$ cat config.mk
export PLATFORM = sky130hd
export DESIGN_NAME = sample_mixer_flat
export DESIGN_NICKNAME = d
export VERILOG_FILES = /design/src/rtl/mixer_pkg.sv /design/src/rtl/sample_mixer_if.sv /design/src/rtl/mixer_channel.sv /design/src/rtl/sample_mixer.sv /design/src/flat_wrapper.sv
export SDC_FILE = /design/constraint.sdc
export NUM_CORES = 2
export LEC_CHECK = 0
export BUFFER_PORTS_ARGS = -buffer_cell sky130_fd_sc_hd__clkbuf_2
export CAP_MARGIN = 20
export CELL_PAD_IN_SITES_DETAIL_PLACEMENT = 1
export CELL_PAD_IN_SITES_GLOBAL_PLACEMENT = 2
export CORE_ASPECT_RATIO = 1.25
export CORE_MARGIN = 5
export CORE_UTILIZATION = 42
export DETAILED_ROUTE_END_ITERATION = 8
export PLACE_DENSITY_LB_ADDON = 0.1
export REMOVE_ABC_BUFFERS = 1
export SLEW_MARGIN = 15
export SYNTH_ARGS = -nofsm -noshare
export SYNTH_HDL_FRONTEND = slang
export SYNTH_HIERARCHICAL = 1
export SYNTH_SLANG_ARGS = --single-unit
$ cat constraint.sdc
create_clock -name clk -period 7 [get_ports clk]
set_input_delay 1.4 -clock clk [delete_from_list [all_inputs] [get_ports clk]]
set_output_delay 1.4 -clock clk [all_outputs]
set_load 0.02 [all_outputs]
$ cat src/rtl/mixer_pkg.sv
// Shared constants, sample type and saturation helper for the stereo sample mixer.
package mixer_pkg;

  localparam int unsigned WORD_WIDTH_DEFAULT = 24;
  localparam int unsigned GAIN_WIDTH_DEFAULT = 8;
  // Gains are unsigned Q1.(GAIN_WIDTH-1): the MSB alone is 1.0.
  localparam int unsigned UNITY_GAIN = 1 << (GAIN_WIDTH_DEFAULT - 1);

  typedef logic signed [WORD_WIDTH_DEFAULT-1:0] sample_t;

  // Clamp a wide signed value into the signed range of a w-bit word.
  function automatic logic signed [63:0] sat_clamp(input logic signed [63:0] v,
                                                    input int unsigned      w);
    logic signed [63:0] hi;
    logic signed [63:0] lo;
    hi = (64'sd1 <<< (w - 1)) - 64'sd1;
    lo = -hi - 64'sd1;
    if (v > hi) begin
      return hi;
    end else if (v < lo) begin
      return lo;
    end
    return v;
  endfunction

endpackage

$ cat src/rtl/sample_mixer_if.sv
// Sample/gain/result bundle between the mixer and its surroundings.
// SAMPLE_MIXER_METER_EN adds the peak meter outputs.
interface sample_mixer_if #(
  parameter int unsigned WORD_WIDTH = 24,
  parameter int unsigned GAIN_WIDTH = 8
);
  logic signed [WORD_WIDTH-1:0] live_l, live_r, track_l, track_r;
  logic        [GAIN_WIDTH-1:0] gain_live, gain_track;
  logic                         clip_clr;
  logic signed [WORD_WIDTH-1:0] mix_l, mix_r;
  logic                         mix_valid;
  logic                         clip_l, clip_r;
`ifdef SAMPLE_MIXER_METER_EN
  logic        [WORD_WIDTH-2:0] peak_l, peak_r;

  modport master (
    output live_l, live_r, track_l, track_r, gain_live, gain_track, clip_clr,
    input  mix_l, mix_r, mix_valid, clip_l, clip_r, peak_l, peak_r
  );
  modport slave (
    input  live_l, live_r, track_l, track_r, gain_live, gain_track, clip_clr,
    output mix_l, mix_r, mix_valid, clip_l, clip_r, peak_l, peak_r
  );
`else
  modport master (
    output live_l, live_r, track_l, track_r, gain_live, gain_track, clip_clr,
    input  mix_l, mix_r, mix_valid, clip_l, clip_r
  );
  modport slave (
    input  live_l, live_r, track_l, track_r, gain_live, gain_track, clip_clr,
    output mix_l, mix_r, mix_valid, clip_l, clip_r
  );
`endif
endinterface

$ cat src/rtl/mixer_channel.sv
// One channel of the mixer: gain multiply, sum/rescale, saturate, sticky clip flag.
module mixer_channel
  import mixer_pkg::*;
#(
  parameter int unsigned WORD_WIDTH = WORD_WIDTH_DEFAULT,
  parameter int unsigned GAIN_WIDTH = GAIN_WIDTH_DEFAULT
) (
  input  logic                         clk_i,
  input  logic                         rst_i,
  input  logic                         s1_en_i,
  input  logic                         s2_en_i,
  input  logic                         s3_en_i,
  input  logic signed [WORD_WIDTH-1:0] live_i,
  input  logic signed [WORD_WIDTH-1:0] track_i,
  input  logic        [GAIN_WIDTH-1:0] gain_live_i,
  input  logic        [GAIN_WIDTH-1:0] gain_track_i,
  input  logic                         clip_clr_i,
  output logic signed [WORD_WIDTH-1:0] mix_o,
  output logic                         clip_o
);

  localparam int unsigned ProdW = WORD_WIDTH + GAIN_WIDTH + 1;
  localparam int unsigned SumW  = ProdW + 1;

  logic signed [ProdW-1:0]      p_live_d, p_live_q, p_trk_d, p_trk_q;
  logic signed [SumW-1:0]       sum_d, sh_d, sh_q;
  logic signed [63:0]           sh_wide, sh_clamped;
  logic signed [WORD_WIDTH-1:0] mix_d, mix_q;
  logic                         clipped, clip_d, clip_q;

  // Arithmetic for all three stages; gains are zero-extended so they stay non-negative.
  always_comb begin
    p_live_d   = $signed(ProdW'(live_i)) * $signed(ProdW'({1'b0, gain_live_i}));
    p_trk_d    = $signed(ProdW'(track_i)) * $signed(ProdW'({1'b0, gain_track_i}));
    sum_d      = $signed(SumW'(p_live_q)) + $signed(SumW'(p_trk_q));
    sh_d       = sum_d >>> (GAIN_WIDTH - 1);
    sh_wide    = 64'(sh_q);
    sh_clamped = sat_clamp(sh_wide, WORD_WIDTH);
    clipped    = (sh_clamped != sh_wide);
    mix_d      = sh_clamped[WORD_WIDTH-1:0];
    // A new clip in the output cycle beats a simultaneous clear.
    clip_d     = clip_clr_i ? 1'b0 : clip_q;
    if (s3_en_i && clipped) begin
      clip_d = 1'b1;
    end
  end

  // S1..S3 pipeline registers, each advancing only with its valid bit; clip flag every cycle.
  always_ff @(posedge clk_i or posedge rst_i) begin
    if (rst_i) begin
      p_live_q <= '0;
      p_trk_q  <= '0;
      sh_q     <= '0;
      mix_q    <= '0;
      clip_q   <= 1'b0;
    end else begin
      if (s1_en_i) begin
        p_live_q <= p_live_d;
        p_trk_q  <= p_trk_d;
      end
      if (s2_en_i) begin
        sh_q <= sh_d;
      end
      if (s3_en_i) begin
        mix_q <= mix_d;
      end
      clip_q <= clip_d;
    end
  end

  assign mix_o  = mix_q;
  assign clip_o = clip_q;

endmodule

$ cat src/rtl/sample_mixer.sv
// Stereo two-source mixer: ws synchronizer, frame-edge detect, capture and valid pipeline.
// Define SAMPLE_MIXER_METER_EN to add the peak_l/peak_r meters.
module sample_mixer
  import mixer_pkg::*;
#(
  parameter int unsigned WORD_WIDTH  = WORD_WIDTH_DEFAULT,
  parameter int unsigned GAIN_WIDTH  = GAIN_WIDTH_DEFAULT,
  parameter int unsigned SYNC_STAGES = 2
) (
  input logic           clk,
  input logic           rst,
  input logic           ws,
  sample_mixer_if.slave bus
);

  logic [SYNC_STAGES-1:0]       sync_q;
  logic                         ws_prev_q;
  logic                         frame_evt;
  logic signed [WORD_WIDTH-1:0] live_l_q, live_r_q, track_l_q, track_r_q;
  logic        [GAIN_WIDTH-1:0] gain_live_q, gain_track_q;
  logic                         v0_q, v1_q, v2_q, mix_valid_q;

  // ws synchronizer plus a registered copy for edge detection.
  always_ff @(posedge clk or posedge rst) begin
    if (rst) begin
      sync_q    <= '0;
      ws_prev_q <= 1'b0;
    end else begin
      sync_q    <= {sync_q[SYNC_STAGES-2:0], ws};
      ws_prev_q <= sync_q[SYNC_STAGES-1];
    end
  end

  // Both ws edges start a frame.
  assign frame_evt = sync_q[SYNC_STAGES-1] ^ ws_prev_q;

  // S0: snapshot samples and gains only on a frame event.
  always_ff @(posedge clk or posedge rst) begin
    if (rst) begin
      live_l_q     <= '0;
      live_r_q     <= '0;
      track_l_q    <= '0;
      track_r_q    <= '0;
      gain_live_q  <= '0;
      gain_track_q <= '0;
    end else if (frame_evt) begin
      live_l_q     <= bus.live_l;
      live_r_q     <= bus.live_r;
      track_l_q    <= bus.track_l;
      track_r_q    <= bus.track_r;
      gain_live_q  <= bus.gain_live;
      gain_track_q <= bus.gain_track;
    end
  end

  // Valid shift register; reset drops anything in flight.
  always_ff @(posedge clk or posedge rst) begin
    if (rst) begin
      v0_q        <= 1'b0;
      v1_q        <= 1'b0;
      v2_q        <= 1'b0;
      mix_valid_q <= 1'b0;
    end else begin
      v0_q        <= frame_evt;
      v1_q        <= v0_q;
      v2_q        <= v1_q;
      mix_valid_q <= v2_q;
    end
  end

  assign bus.mix_valid = mix_valid_q;

  mixer_channel #(
    .WORD_WIDTH(WORD_WIDTH),
    .GAIN_WIDTH(GAIN_WIDTH)
  ) u_chan_l (
    .clk_i       (clk),
    .rst_i       (rst),
    .s1_en_i     (v0_q),
    .s2_en_i     (v1_q),
    .s3_en_i     (v2_q),
    .live_i      (live_l_q),
    .track_i     (track_l_q),
    .gain_live_i (gain_live_q),
    .gain_track_i(gain_track_q),
    .clip_clr_i  (bus.clip_clr),
    .mix_o       (bus.mix_l),
    .clip_o      (bus.clip_l)
  );

  mixer_channel #(
    .WORD_WIDTH(WORD_WIDTH),
    .GAIN_WIDTH(GAIN_WIDTH)
  ) u_chan_r (
    .clk_i       (clk),
    .rst_i       (rst),
    .s1_en_i     (v0_q),
    .s2_en_i     (v1_q),
    .s3_en_i     (v2_q),
    .live_i      (live_r_q),
    .track_i     (track_r_q),
    .gain_live_i (gain_live_q),
    .gain_track_i(gain_track_q),
    .clip_clr_i  (bus.clip_clr),
    .mix_o       (bus.mix_r),
    .clip_o      (bus.clip_r)
  );

`ifdef SAMPLE_MIXER_METER_EN
  logic [WORD_WIDTH-2:0] peak_l_d, peak_l_q, peak_r_d, peak_r_q;

  // |s| in WORD_WIDTH-1 bits; the most negative code saturates to full scale.
  function automatic logic [WORD_WIDTH-2:0] magnitude(input logic signed [WORD_WIDTH-1:0] s);
    logic signed [WORD_WIDTH-1:0] neg;
    neg = -s;
    if (s[WORD_WIDTH-1] && (s[WORD_WIDTH-2:0] == '0)) begin
      return '1;
    end
    return s[WORD_WIDTH-1] ? neg[WORD_WIDTH-2:0] : s[WORD_WIDTH-2:0];
  endfunction

  // Peak hold: clear first, then fold in the freshly published sample.
  always_comb begin
    peak_l_d = bus.clip_clr ? '0 : peak_l_q;
    peak_r_d = bus.clip_clr ? '0 : peak_r_q;
    if (mix_valid_q) begin
      if (magnitude(bus.mix_l) > peak_l_d) peak_l_d = magnitude(bus.mix_l);
      if (magnitude(bus.mix_r) > peak_r_d) peak_r_d = magnitude(bus.mix_r);
    end
  end

  // Peak registers.
  always_ff @(posedge clk or posedge rst) begin
    if (rst) begin
      peak_l_q <= '0;
      peak_r_q <= '0;
    end else begin
      peak_l_q <= peak_l_d;
      peak_r_q <= peak_r_d;
    end
  end

  assign bus.peak_l = peak_l_q;
  assign bus.peak_r = peak_r_q;
`endif

endmodule

$ cat src/flat_wrapper.sv
// flat-port wrapper written by rule: the top's interface ports become plain ports
module sample_mixer_flat import mixer_pkg::*;
#(
  parameter int unsigned WORD_WIDTH  = WORD_WIDTH_DEFAULT,
  parameter int unsigned GAIN_WIDTH  = GAIN_WIDTH_DEFAULT,
  parameter int unsigned SYNC_STAGES = 2
)
  (clk, rst, ws, bus_live_l, bus_live_r, bus_track_l, bus_track_r, bus_gain_live, bus_gain_track, bus_clip_clr, bus_mix_l, bus_mix_r, bus_mix_valid, bus_clip_l, bus_clip_r);
  sample_mixer_if #(.WORD_WIDTH(WORD_WIDTH), .GAIN_WIDTH(GAIN_WIDTH)) bus_i ();
  input logic clk;
  input logic rst;
  input logic ws;
  input wire logic [$bits(bus_i.live_l)-1:0] bus_live_l;
  input wire logic [$bits(bus_i.live_r)-1:0] bus_live_r;
  input wire logic [$bits(bus_i.track_l)-1:0] bus_track_l;
  input wire logic [$bits(bus_i.track_r)-1:0] bus_track_r;
  input wire logic [$bits(bus_i.gain_live)-1:0] bus_gain_live;
  input wire logic [$bits(bus_i.gain_track)-1:0] bus_gain_track;
  input wire logic [$bits(bus_i.clip_clr)-1:0] bus_clip_clr;
  output wire logic [$bits(bus_i.mix_l)-1:0] bus_mix_l;
  output wire logic [$bits(bus_i.mix_r)-1:0] bus_mix_r;
  output wire logic [$bits(bus_i.mix_valid)-1:0] bus_mix_valid;
  output wire logic [$bits(bus_i.clip_l)-1:0] bus_clip_l;
  output wire logic [$bits(bus_i.clip_r)-1:0] bus_clip_r;
  assign bus_i.live_l = bus_live_l;
  assign bus_i.live_r = bus_live_r;
  assign bus_i.track_l = bus_track_l;
  assign bus_i.track_r = bus_track_r;
  assign bus_i.gain_live = bus_gain_live;
  assign bus_i.gain_track = bus_gain_track;
  assign bus_i.clip_clr = bus_clip_clr;
  assign bus_mix_l = bus_i.mix_l;
  assign bus_mix_r = bus_i.mix_r;
  assign bus_mix_valid = bus_i.mix_valid;
  assign bus_clip_l = bus_i.clip_l;
  assign bus_clip_r = bus_i.clip_r;
  sample_mixer #(.WORD_WIDTH(WORD_WIDTH), .GAIN_WIDTH(GAIN_WIDTH), .SYNC_STAGES(SYNC_STAGES)) u_core (.clk(clk), .rst(rst), .ws(ws), .bus(bus_i));
endmodule
==> results.yml <==
routing:
  route.vias.total: 29700
  final_antenna_net_count: 0
  topRoutingLayerUsed: "met4"
  met2_length_um: 61600
  wl_met3_um: 2220
  wl_met1_um: 42700
  firstDrtPassIters: 4
  drt_wl_total_um: 109000
  first_iter_violations: 815
  wl_per_cell_um: 18.7
  via_per_inst: 5.09
  drc: 0
clock_tree:
  cts_num_sinks: 355
  cts.path.max_buffers: 3
  post_cts_buffers: 0
  cts_max_level: 2
  cts_hold_buf: 0
  cts_made_buffers: 44
  cts.repair.resized: 0
  cts_root_buf: "clkbuf_16"
  cts_tree: "yes"
  clkSlewWorstSetupHoldPaths_ns: 0.06
  clk-insertion-delay-late_ns: 0.60
timing:
  slew_headroom_pct: 30.6
  worst_pin_slew_ns: 1.04
  rsz0062_at_grt: "no"
  clock-skew-final_ns: 0.0247
  setup_tns_ns: 0
  setup_violations: 0
  drv_slew: 0
  post-route-min-period_ns: 6.20
  hold_ws_ns: 0.344
  worst_slack_ns: 0.796
  fmax_ghz: 0.161
  hold_viol_final: 0
  period_share_pct: 88.6
setup_path:
  path_cells: "nand2_1 > fa_1 > inv_1 > fa_1 > fa_1 > inv_1 > fa_1 > inv_1 > ha_1 > a2111o_1 > a311o_1 > a221oi_2 > o221a_2 > o211ai_1 > and2_4 > a211o_1 > a21oi_2 > xnor2_1 > a21oi_1"
  cp_common_cell: "fa_1"
  crit_slowest_cell: "dfrtp_1"
  worst_path_dominant_cell_family: "adder cells"
  worst-path-buf-inv: 3
  max_stage_delay_ns: 0.89
  reg2reg_slack_ns: 0.80
  worstSetupStartpointType: "register"
  worst-path-max-fanout: 15
  required_ns: 7.43
  arrival_ns: 6.63
  critPathKind: "register to register"
  endpoint_kind: "register"
finish:
  drive_above_1_share_pct: 11.4
  synthToLayoutAreaGrowth_pct: 8.98
  nets: 5530
  fillers: 11500
die:
  dieArea_mm2: 0.107
  die_h_um: 365
  core_area_mm2: 0.100
  rows: 130
  initial_core_util_pct: 42.2
  io_pins: 167
  die_x_um: 294
global_routing:
  grt_overflow: 0
  grt_pass1_vias: 34200
  grt_pass1_wl_um: 182000
  antenna_found_initial: 4
  grt_max_degree: 81
  grt.total_usage_pct: 21.0
synthesis:
  synth_area_leaders: "fa_1 28%, dfrtp_1 21%, ha_1 9.7%, inv_1 8.3%, and2_1 5.8%"
  yosysTopAreaCell: "fa_1"
  synth-async-reset-ratio_pct: 100
  syn-instance-count: 4371
  ys_seq_area_share_pct: 21.0
  synth-seq-cells: 355
  ys_warn_count: 6
  synth.most_common_cell: "inv_1"
  yosysTopAreaCellShare_pct: 28.4
  synth_ff_type: "dfrtp_1"
  synth-edff-count: 0
  synth_cell_types: 77
  syn-mean-instance-area_um2: 9.67
  synth_commonest_cells: "938 x inv_1, 600 x fa_1, 460 x nand2_1"
  syn_area_mm2: 0.0423
run:
  maxCapViolations: 0
min_path:
  hold_path_class: "register to register"
placement:
  dp_hpwl_um: 86300
  io_buffers: 166
  post-place-ws_ns: 0.859
  gp_congestion: 0.836
status:
  run_status: "complete, no violations"
==> flip-flops by register name, summed over array words and instances, names as in the netlist, 2 cells and up <==
signal,flops
u_core/sync_q,2
u_core/track_r_q,24
u_core/live_l_q,24
u_core/u_chan_r/sh_q,27
u_core/u_chan_r/p_trk_q,33
u_core/u_chan_l/p_trk_q,33
u_core/live_r_q,24
u_core/u_chan_l/mix_o,24
u_core/u_chan_r/p_live_q,33
u_core/u_chan_l/p_live_q,33
u_core/gain_live_q,8
u_core/gain_track_q,8
u_core/u_chan_r/mix_o,24
u_core/u_chan_l/sh_q,27
u_core/track_l_q,24
==> final cells by class <==
class	count	area, um^2	area share, %
repair buffers	200	1140	2.47
clock buffers	50	1170	2.55
well taps	1320	1650	3.59
flip-flops and latches	355	8890	19.3
diodes	1	2.50	0.00543
clock inverters	27	340	0.739
inverters	938	3530	7.67
multi-input cells	2947	29300	63.7
==> worst reg2reg max path: stages (launching register included) <==
cell	delay, ns
dfrtp_1	0.89
nand2_1	0.18
fa_1	0.52
inv_1	0.05
fa_1	0.48
fa_1	0.59
inv_1	0.07
fa_1	0.54
inv_1	0.05
ha_1	0.35
a2111o_1	0.44
a311o_1	0.33
a221oi_2	0.37
o221a_2	0.31
o211ai_1	0.10
and2_4	0.17
a211o_1	0.27
a21oi_2	0.15
xnor2_1	0.13
a21oi_1	0.08
==> placed cells by master, fill, tap and decap left out, drive strengths merged, types with 10 or more instances in the layout <==
cell type and count:
inv 942, fa 600, nand2 460, and2 391, dfrtp 355, ha 328, mux2 248, clkbuf 216
a21oi 142, xnor2 115, o21ai 115, a21o 74, nor2 73, o211ai 54, xor2 38, buf 34
nand3 28, nor3 25, a211oi 23, o31ai 21, o21a 19, o21bai 18, a31oi 15, nand2b 14
and3 14, nor2b 13, a31o 12, nand4 10, and4 10, or3 10, clkinv 10
==> layer usage <==
metal  GRT usage (%)  vias to the layer above
li1                -                    13900
met1            24.7                    15500
met2            41.5                      243
met3            1.88                      104
met4            4.44                        0
met5               0                        -
==> cells by family after synthesis <==
group,after synthesis,share of synthesized area [%]
AND/OR/NAND/NOR,1070,12.6
buffers and inverters,1069,9.64
adder cells (fa/ha/maj),928,38.1
AO/OA/AOI/OAI,547,8.74
flip-flops,355,21.0
multiplexers,249,6.64
XOR/XNOR,153,3.17
==> through the flow <==
step / utilization [%] / instance area, um^2 / instances
floorplan: - / 41700 / 4240
global placement: 44.4 / 44500 / 5759
detailed placement: 44.4 / 44500 / 5759
CTS: 45.9 / 46000 / 5836
global route: 46.0 / 46000 / 5837
finish: 46.0 / 46000 / 5838
==> final timing paths <==
path,from,to,depth (start not counted)
setup reg to reg,u_core/gain_track_q[3],u_core/u_chan_l/p_trk_q[32],19
min in group asynchronous,rst,u_core/v0_q,2
hold reg to reg,u_core/sync_q[0],u_core/sync_q[1],0
max in group asynchronous,rst,u_core/u_chan_r/mix_o[20],3
setup / recovery,u_core/gain_track_q[3],u_core/u_chan_l/p_trk_q[32],19
hold / removal,u_core/sync_q[0],u_core/sync_q[1],0
Power is not shown: default switching activity piles up to over one toggle a cycle in this logic, so the estimate is an artifact.
